## src/rtl/seg_pkg.sv

```systemverilog
// Shared types and glyph constants for the 4-digit multiplexed 7-segment driver.
// Segment vectors are {g,f,e,d,c,b,a}, active-low.
package seg_pkg;

  typedef enum logic [1:0] {StIdle, StBlank, StOn} state_e;

  localparam int unsigned NUM_DIGITS = 4;

  typedef logic [NUM_DIGITS-1:0][3:0] digits_t;

  localparam logic [6:0] SEG_OFF  = 7'h7F;
  localparam logic [6:0] SEG_DASH = 7'h3F;

  // Index 9 is the most significant entry.
  localparam logic [9:0][6:0] GLYPHS = {
    7'h10, 7'h00, 7'h78, 7'h02, 7'h12, 7'h19, 7'h30, 7'h24, 7'h79, 7'h40
  };

endpackage

```

## src/rtl/seg_scan_driver_if.sv

```systemverilog
// Digit-input and display-pin bundle of the scan driver.
// master: digit source side; slave: the driver itself.
interface seg_scan_driver_if;
  logic       en;
  logic       load;
  logic [3:0] d0;
  logic [3:0] d1;
  logic [3:0] d2;
  logic [3:0] d3;
  logic [3:0] an;
  logic [6:0] seg;
  logic       dp;
  logic       frame;

  modport master (
    output en, load, d0, d1, d2, d3,
    input  an, seg, dp, frame
  );

  modport slave (
    input  en, load, d0, d1, d2, d3,
    output an, seg, dp, frame
  );
endinterface

```

## src/rtl/seg7_decode.sv

```systemverilog
// Combinational BCD to active-low 7-segment lookup; 10..15 render as a dash
// so transient out-of-range counts never show garbage.
module seg7_decode
  import seg_pkg::*;
(
  input  logic [3:0] val_i,
  output logic [6:0] seg_o
);

  always_comb begin
    seg_o = SEG_DASH;
    if (val_i < 4'd10) seg_o = GLYPHS[val_i];
  end

endmodule

```

## src/rtl/seg_scan_driver.sv

```systemverilog
// Time-multiplexed 4-digit common-anode display driver with per-slot blanking
// and frame-synchronous double buffering. Optional macro: LEADING_ZERO_BLANK_EN.
module seg_scan_driver
  import seg_pkg::*;
#(
  parameter int unsigned SCAN_DIV  = 100000,
  parameter int unsigned BLANK_CYC = 1000,
  parameter int          DP_POS    = 2
) (
  input logic              clk,
  input logic              rst,
  seg_scan_driver_if.slave bus
);

  localparam int unsigned     CntW      = $clog2(SCAN_DIV);
  localparam logic [CntW-1:0] BlankLast = CntW'(BLANK_CYC - 1);
  localparam logic [CntW-1:0] SlotLast  = CntW'(SCAN_DIV - 1);
  localparam bit              DpEn      = (DP_POS >= 0) && (DP_POS <= 3);
  localparam logic [1:0]      DpSlot    = 2'(DP_POS);

  state_e          state_q, state_d;
  logic [1:0]      slot_q, slot_d;
  logic [CntW-1:0] cnt_q, cnt_d;
  logic            xfer;

  digits_t active_q, active_d, pending_q, pending_d;
  logic    pend_valid_q, pend_valid_d;
  digits_t din;

  logic [3:0] an_q, an_d;
  logic [6:0] seg_q, seg_d, glyph;
  logic       dp_q, dp_d, frame_q, frame_d;
  logic       blank_digit;

  always_ff @(posedge clk) begin
    if (rst) begin
      state_q <= StIdle;
      slot_q  <= 2'd0;
      cnt_q   <= '0;
    end else begin
      state_q <= state_d;
      slot_q  <= slot_d;
      cnt_q   <= cnt_d;
    end
  end

  // xfer marks the edge entering BLANK of slot 0, where the buffer swaps.
  always_comb begin
    state_d = state_q;
    slot_d  = slot_q;
    cnt_d   = cnt_q;
    xfer    = 1'b0;
    if (!bus.en) begin
      state_d = StIdle;
      slot_d  = 2'd0;
      cnt_d   = '0;
    end else begin
      unique case (state_q)
        StIdle: begin
          state_d = StBlank;
          slot_d  = 2'd0;
          cnt_d   = '0;
          xfer    = 1'b1;
        end
        StBlank: begin
          cnt_d = cnt_q + 1'b1;
          if (cnt_q == BlankLast) state_d = StOn;
        end
        StOn: begin
          if (cnt_q == SlotLast) begin
            state_d = StBlank;
            slot_d  = slot_q + 2'd1;
            cnt_d   = '0;
            xfer    = (slot_q == 2'd3);
          end else begin
            cnt_d = cnt_q + 1'b1;
          end
        end
        default: state_d = StIdle;
      endcase
    end
  end

  assign din = {bus.d3, bus.d2, bus.d1, bus.d0};

  always_comb begin
    active_d     = active_q;
    pending_d    = pending_q;
    pend_valid_d = pend_valid_q;
    if (xfer) begin
      if (bus.load)          active_d = din;
      else if (pend_valid_q) active_d = pending_q;
      pend_valid_d = 1'b0;
    end else if (bus.load) begin
      pending_d    = din;
      pend_valid_d = 1'b1;
    end
  end

  always_ff @(posedge clk) begin
    if (rst) begin
      active_q     <= '0;
      pending_q    <= '0;
      pend_valid_q <= 1'b0;
    end else begin
      active_q     <= active_d;
      pending_q    <= pending_d;
      pend_valid_q <= pend_valid_d;
    end
  end

  seg7_decode u_decode (
    .val_i (active_d[slot_d]),
    .seg_o (glyph)
  );

`ifdef LEADING_ZERO_BLANK_EN
  logic [NUM_DIGITS-1:0] lead_zero;
  always_comb begin
    lead_zero[3] = (active_d[3] == 4'd0);
    lead_zero[2] = lead_zero[3] && (active_d[2] == 4'd0);
    lead_zero[1] = lead_zero[2] && (active_d[1] == 4'd0);
    lead_zero[0] = 1'b0;
  end
  assign blank_digit = lead_zero[slot_d];
`else
  assign blank_digit = 1'b0;
`endif

  // Outputs are computed from next-state so they change on the same edge as the FSM.
  always_comb begin
    an_d    = 4'hF;
    seg_d   = SEG_OFF;
    dp_d    = 1'b1;
    frame_d = xfer;
    if (state_d != StIdle) begin
      seg_d = blank_digit ? SEG_OFF : glyph;
      dp_d  = !(DpEn && (slot_d == DpSlot));
      if (state_d == StOn) an_d = ~(4'b0001 << slot_d);
    end
  end

  always_ff @(posedge clk) begin
    if (rst) begin
      an_q    <= 4'hF;
      seg_q   <= SEG_OFF;
      dp_q    <= 1'b1;
      frame_q <= 1'b0;
    end else begin
      an_q    <= an_d;
      seg_q   <= seg_d;
      dp_q    <= dp_d;
      frame_q <= frame_d;
    end
  end

  assign bus.an    = an_q;
  assign bus.seg   = seg_q;
  assign bus.dp    = dp_q;
  assign bus.frame = frame_q;

endmodule

```

## src/flat_wrapper.sv

```systemverilog
// flat-port wrapper written by rule: the top's interface ports become plain ports
module seg_scan_driver_flat import seg_pkg::*;
#(
  parameter int unsigned SCAN_DIV  = 100000,
  parameter int unsigned BLANK_CYC = 1000,
  parameter int          DP_POS    = 2
)
  (clk, rst, bus_en, bus_load, bus_d0, bus_d1, bus_d2, bus_d3, bus_an, bus_seg, bus_dp, bus_frame);
  seg_scan_driver_if bus_i ();
  input logic clk;
  input logic rst;
  input wire logic [$bits(bus_i.en)-1:0] bus_en;
  input wire logic [$bits(bus_i.load)-1:0] bus_load;
  input wire logic [$bits(bus_i.d0)-1:0] bus_d0;
  input wire logic [$bits(bus_i.d1)-1:0] bus_d1;
  input wire logic [$bits(bus_i.d2)-1:0] bus_d2;
  input wire logic [$bits(bus_i.d3)-1:0] bus_d3;
  output wire logic [$bits(bus_i.an)-1:0] bus_an;
  output wire logic [$bits(bus_i.seg)-1:0] bus_seg;
  output wire logic [$bits(bus_i.dp)-1:0] bus_dp;
  output wire logic [$bits(bus_i.frame)-1:0] bus_frame;
  assign bus_i.en = bus_en;
  assign bus_i.load = bus_load;
  assign bus_i.d0 = bus_d0;
  assign bus_i.d1 = bus_d1;
  assign bus_i.d2 = bus_d2;
  assign bus_i.d3 = bus_d3;
  assign bus_an = bus_i.an;
  assign bus_seg = bus_i.seg;
  assign bus_dp = bus_i.dp;
  assign bus_frame = bus_i.frame;
  seg_scan_driver #(.SCAN_DIV(SCAN_DIV), .BLANK_CYC(BLANK_CYC), .DP_POS(DP_POS)) u_core (.clk(clk), .rst(rst), .bus(bus_i));
endmodule
```

## config.mk

```make
export PLATFORM = sky130hd
export DESIGN_NAME = seg_scan_driver_flat
export DESIGN_NICKNAME = d
export VERILOG_FILES = /design/src/rtl/seg_pkg.sv /design/src/rtl/seg_scan_driver_if.sv /design/src/rtl/seg7_decode.sv /design/src/rtl/seg_scan_driver.sv /design/src/flat_wrapper.sv
export SDC_FILE = /design/constraint.sdc
export NUM_CORES = 1
export LEC_CHECK = 0
export ABC_AREA = 0
export BUFFER_PORTS_ARGS = -buffer_cell sky130_fd_sc_hd__buf_2
export CAP_MARGIN = 20
export CORE_MARGIN = 1
export CORE_UTILIZATION = 46
export DETAILED_ROUTE_END_ITERATION = 10
export HOLD_SLACK_MARGIN = 0.12
export PLACE_DENSITY = 0.62
export SKIP_CTS_REPAIR_TIMING = 1
export SLEW_MARGIN = 40
export SYNTH_ARGS = -nofsm -noshare
export SYNTH_HDL_FRONTEND = slang
export SYNTH_SLANG_ARGS = --single-unit
```

## constraint.sdc

```tcl
create_clock -name clk -period 6.15 [get_ports clk]
set_input_delay 1.23 -clock clk [delete_from_list [all_inputs] [get_ports clk]]
set_output_delay 1.23 -clock clk [all_outputs]
set_load 0.03 [all_outputs]
```

# ---- Word level (Yosys, flattened, before mapping)
# Memories as Yosys holds them, arrays and structs flattened.
# Index checks and enable logic that the tools add are counted.
dict set report word_totals {
  regBits 67
  rom_bits 112
  input_bits 20
  out_inout_bits 13
  wordCells 66
  memories 1
}
# memory depth width read_ports rd_clocked_by_memory_dff wr line
set mem_list {}
lappend mem_list {{(name not given)} 16 7 1 0 0 seg7_decode.sv:12} ;# if (val_i < 4'd10) seg_o = GLYPHS[val_i];
dict set report op_classes {
  n_addsub 2
  magnitude_cmp 3
  n_eq_ne 7
  shifts 1
  muxes 19
  bitwise 6
  n_reduce_logical 10
}
# cell n
set ops {}
lappend ops {{17-bit one-hot mux with 3 select lines} 1}
lappend ops {{16-bit two-way mux} 3}
lappend ops {{17-bit by 1-bit adder with 17-bit output, second input constant} 1}
lappend ops {{17-bit by 10-bit == test with 1-bit output, second input constant} 1}
lappend ops {{17-bit == test, second input constant} 1}
lappend ops {{17-bit two-way mux} 1}
lappend ops {{7-bit two-way mux} 2}
lappend ops {{2-bit two-way mux} 5}
lappend ops {{4-bit binary-select mux with 2-bit select} 1}
lappend ops {{2-bit == test, second input constant} 4}
lappend ops {{2-bit one-hot mux with 3 select lines} 1}
lappend ops {{2-bit OR reduction} 3}
lappend ops {{3-bit OR reduction} 2}
lappend ops {{4-bit by 5-bit less-than comparator with 1-bit output, second input constant} 1}
lappend ops {{1-bit NOT} 5}
lappend ops {{4-bit less-than comparator, second input constant} 1}
lappend ops {{4-bit two-way mux} 1}
lappend ops {{4-bit NOT} 1}
lappend ops {{2-bit one-hot mux with 2 select lines} 1}
lappend ops {{1-bit by 2-bit left shift with 4-bit output, first input constant} 1}
lappend ops {{2-bit by 3-bit less-than comparator with 1-bit output, second input constant} 1}
lappend ops {{3-bit nonzero test} 1}
lappend ops {{2-bit by 1-bit adder with 2-bit output, second input constant} 1}
lappend ops {{2-bit by 1-bit == test with 1-bit output, second input constant} 1}
lappend ops {{6 further kinds} 7}

# ---- Longest topological paths before layout
dict set report logic_depth {
  ltp_word 10
  mapped_depth 15
  ltp_nobuf 13
}

# ---- Modules after synthesis
# From an unflattened synthesis, not the netlist that was laid out.
dict set report hier_totals {
  hier_cells 389
  area_unflattened_um2 3300.7
}
# mod n_inst cells_per_inst area_each_um2 seq_area_each_um2
set by_module_without_submodules {}
lappend by_module_without_submodules {seg_scan_driver 1 360 3069.2 1341.3}
lappend by_module_without_submodules {seg7_decode 1 29 231.5 0.0}

# ---- Worst setup path before layout
# Ideal clock, no wire load.
dict set report synth_timing {
  kind {in2reg}
  startpoint {input port bus_load}
  endpoint {register u_core.seg_q[4] (netlist: u_core.bus.seg[4])}
  setup_ns 0.079
  arrival_ns 3.552
  t_required_ns 6.071
  setup_slack_ns 2.520
  cell_stages 13
  n_path_buf 3
  path_cell_list {buf_2 nor2_1 and4b_1 a31o_2 buf_4 buf_6 mux2i_1 nor2_1 nor4_4 inv_1 ha_1 nor3b_1 o211ai_1}
}
dict set report synth_between {
  elab_chain_cells 7
  elab_cells_between_ends 9
  classes_between {order compare (1); mux (5); bitwise (1); reduce/logical (1); memory (1)}
}
# item line
set synth_rtl {}
lappend synth_rtl {{start: declaration} flat_wrapper.sv:13} ;# input wire logic [$bits(bus_i.load)-1:0] bus_load;
lappend synth_rtl {{16-bit two-way mux (*)} seg_scan_driver.sv:91} ;# if (bus.load) active_d = din;
lappend synth_rtl {{16-bit two-way mux (*)} seg_scan_driver.sv:90} ;# if (xfer) begin
lappend synth_rtl {{4-bit binary-select mux with 2-bit select (*)} seg_scan_driver.sv:113} ;# .val_i (active_d[slot_d]),
lappend synth_rtl {{4-bit two-way mux (implied by the code) (*)} seg_scan_driver.sv:113}
lappend synth_rtl {{4-bit less-than comparator} seg7_decode.sv:12}
lappend synth_rtl {{1-bit NOT (no line)} --}
lappend synth_rtl {{3-bit OR reduction (no line)} --}
lappend synth_rtl {{end signal: assignment} seg_scan_driver.sv:151} ;# seg_q <= seg_d;
lappend synth_rtl {{end: declaration} seg_scan_driver.sv:31} ;# logic [6:0] seg_q, seg_d, glyph;
# Mark *: on every way between the ends. The rest lies on a longest branch, timed or not. The select of a mux whose other input is x is not followed.
# A chain may end at the register's enable or synchronous reset.

# ---- Final worst setup path
# Same ends and word-level chain as after synthesis.

==> summary.txt <==
STA
  – Worst Skew: 0.007586 ns
  – Min Clock Period, post-route: 3.770 ns
  – Hold Slack: 0.4892 ns
  – Fin. Hold Viols: 0
  – FMAX: 265.3 MHz
  – Worst slew pin tran: 0.6475 ns
  – RSZ-0062 raised after global routing: false
  – Setup-failing EPs final: 0
  – Worst slew margin: 56.38%
  – Post-route setup TNS: 0 ns
  – Final Max Slew Viols: 0
  – Crit share post-route: 61.30%

Clock tree
  – CTS tree: built
  – Clock sinks: 67
  – Root Buffer: clkbuf_8
  – Clock transition at path regs: 0.07 ns
  – TritonCTS buffer count: 9
  – H-Tree Depth: 3
  – Clock Path Buffers: 2
  – Worst skew pair latency: 0.34 ns

Synthesis
  – Synth Area in XOR/XNOR: 2.926%
  – Adder-Cell Fraction of Synth Area: 4.179%
  – Seq/Total Area, Yosys: 40.73%
  – Library cells used by synthesis: 49
  – Top_reg_cell synth: dfxtp_1
  – Synth Area in Compound Gates: 8.055%
  – Synth Instances: 354
  – Mux share of post-synthesis cell area: 17.48%
  – Syn_area_per_cell: 9.303 um^2
  – Combinational family with the most area after synthesis: simple AND/OR/NAND/NOR gates
  – Ys Warns: 0
  – Fraction of registers with async set/reset: 0%
  – Post-Synth Simple-Gate Area: 22.53%
  – Number of synthesized flops with an enable pin: 0
  – Synthesized Nets: 385
  – Synth Cell Area: 3293 um^2
  – Seq cells post-synth: 67

Global route
  – Initial antenna violation count: 0
  – Vias in the first global route: 2330
  – Largest net degree at the start of global routing: 37
  – Global-route wire length before repair: 10.89 mm
  – Gr ovfl total: 0
  – Tot GR Track Use: 18.96%

Die
  – Row cnt: 30
  – Initial Util: 47.94%
  – Die Footprint: 7501 um^2
  – Core box area: 6869 um^2
  – Ports: 33
  – Die X: 86.61 um
  – Die height: 86.61 um

Route
  – Metal2 WL: 2.700 mm
  – WL final: 6.317 mm
  – Antenna Nets Post-Route: 0
  – Starting DRT DRC Count: 91
  – Wire length per cell: 13.19 um
  – Total number of vias: 2475
  – Vias per cell: 5.167
  – 1st-pass router iterations: 4
  – Top Metal Used: met4
  – Met3 WL: 207 um
  – M1 WL: 3.291 mm
  – DR DRC count: 0

Setup path
  – Critical path's slowest cell: a31o_2
  – Top delay family on crit path: simple AND/OR/NAND/NOR gates
  – Slowest cell delay on critical path: 0.51 ns
  – Cell Chain, Critical Path: buf_2 -> nor2_1 -> and4b_1 -> a31o_2 -> mux2i_1 -> nor2_1 -> nor4_4 -> inv_1 -> ha_1 -> nor3b_1 -> o211ai_1
  – Data arrival time of the worst path: 4.03 ns
  – Startpoint Class: input port
  – Crit path required time: 6.41 ns
  – WP buf/inv: 2
  – Critical path fanouts, max: 18
  – Crit end category: flop
  – CP dominant cell by count: nor2_1
  – Crit path kind: input port to flop

Finish
  – P&R area growth vs syn: 12.39%
  – Antenna cells: 0
  – # nets final: 411
  – Post-Layout Inst Area: 3701 um^2
  – Final Non-Filler Cells: 479
  – Commonest non-fill, non-tap cell in the layout: dfxtp_1
  – Layout cells sized above 1: 19.84%
  – Most frequent cells in the layout: dfxtp_1 (67), nor2_1 (61), mux2i_1 (38)

Run status
  – Status: finished, final reports clean

Power
  – PD cells: 256.8 nW/um^2
  – Leakage Power: 1.513 nW
  – Worst IR Drop VDD: 110.6 uV

Hold path
  – Min-delay worst type: flop to flop

Run
  – Maxcap violations: 0

Place
  – Detail Placement HPWL: 4.544 mm
  – Placed instance count: 465
  – Post-Place Cell Area: 3486 um^2
  – PortBufs: 32
  – GP Congestion: 0.8570
## worst reg2reg max path, stage by stage, from the launching register on
cell,delay [ns]
dfxtp_1,0.34
or4_4,0.57
nor3_2,0.26
and2_1,0.37
mux2i_1,0.55
nor2_1,0.16
nor4_4,0.43
inv_1,0.18
ha_1,0.24
nor3b_1,0.13
o211ai_1,0.18
## per-layer routing
layer	vias to the layer above	global-route usage (%)
li1	1276	-
met1	1151	26.13
met2	39	27.78
met3	9	3.810
met4	0	10.30
met5	-	0
## layout make-up
cell class,instances,area (um^2)
Timing Repair Buffer,32,160.2
Fill cell,650,3168
Sequential cell,67,1341
Clock buffer,12,155.1
Tap cell,96,120.1
Multi-Input combinational cell,258,1819
Inverter,12,45.04
Clock inverter,2,60.06
## through the flow
| step | setup slack [ns] | utilization (%) | total power [mW] |
|---|---|---|---|
| after detailed placement | 2.015 | 50.75 | 0.5598 |
| after CTS | 2.374 | 53.88 | 0.9636 |
| final | 2.380 | 53.88 | 0.9503 |
| after global routing | 2.082 | 53.88 | 0.9863 |
| after floorplan | 2.520 | - | 0.5382 |
| after global placement | 2.132 | 50.71 | 0.5586 |
## state kept, by name, summed over array words and instances, names as in the netlist
register,count
u_core.active_q,16
u_core.bus.an,4
u_core.bus.dp,1
u_core.bus.frame,1
u_core.bus.seg,7
u_core.cnt_q,17
u_core.pend_valid_q,1
u_core.pending_q,16
u_core.slot_q,2
u_core.state_q,2
## synth_stat cells, drive strengths merged, types with 2 or more instances
master,number,share of area (%)
a211o,2,0.53
a21oi,13,2.0
and2,3,0.57
and3,4,0.76
and4,2,0.53
and4b,2,0.61
buf,8,1.7
clkbuf,9,1.0
dfxtp,67,41
ha,11,4.2
inv,12,1.4
mux2,17,5.9
mux2i,38,12
nand2,15,1.7
nand2b,8,1.5
nand3,7,1.1
nand4,2,0.38
nor2,62,7.1
nor2b,2,0.38
nor3,9,1.7
nor3b,5,1.1
nor4,2,1.3
o211ai,5,1.1
o21ai,11,2.0
o22ai,2,0.38
or2,2,0.38
or3,9,1.7
or4,4,1.1
xnor2,4,1.1
xor2,7,1.9
## kinds of logic (layout without fill, tap and decap cells)
group | count (synthesis) | in the layout
fa+ha+maj | 11 | 11
mux | 55 | 55
flops | 67 | 67
compound gates | 41 | 41
xor+xnor | 11 | 11
buf+inv | 29 | 58
simple gates | 140 | 140
## path summary, 6_finish.rpt
kind,to,depth (start not counted),from,slack [ns]
worst min-delay path,u_core.active_q[0]$_SDFF_PP0_,2,u_core.active_q[0]$_SDFF_PP0_,0.49
worst max register to register,u_core.bus.seg[4]$_SDFF_PP1_,10,u_core.cnt_q[11]$_SDFFE_PP0N_,2.65
worst min register to register,u_core.active_q[0]$_SDFF_PP0_,2,u_core.active_q[0]$_SDFF_PP0_,0.49
worst max-delay path,u_core.bus.seg[4]$_SDFF_PP1_,11,bus_load,2.38
## report_power, final
| part | total (mW) | internal [mW] | switching [mW] |
|---|---|---|---|
| clock | 0.401 | 0.246 | 0.155 |
| sequential | 0.454 | 0.449 | 0.00472 |
| combinational | 0.0953 | 0.0406 | 0.0547 |
| total | 0.950 | 0.736 | 0.214 |
Power figures use the tool's default switching activity.
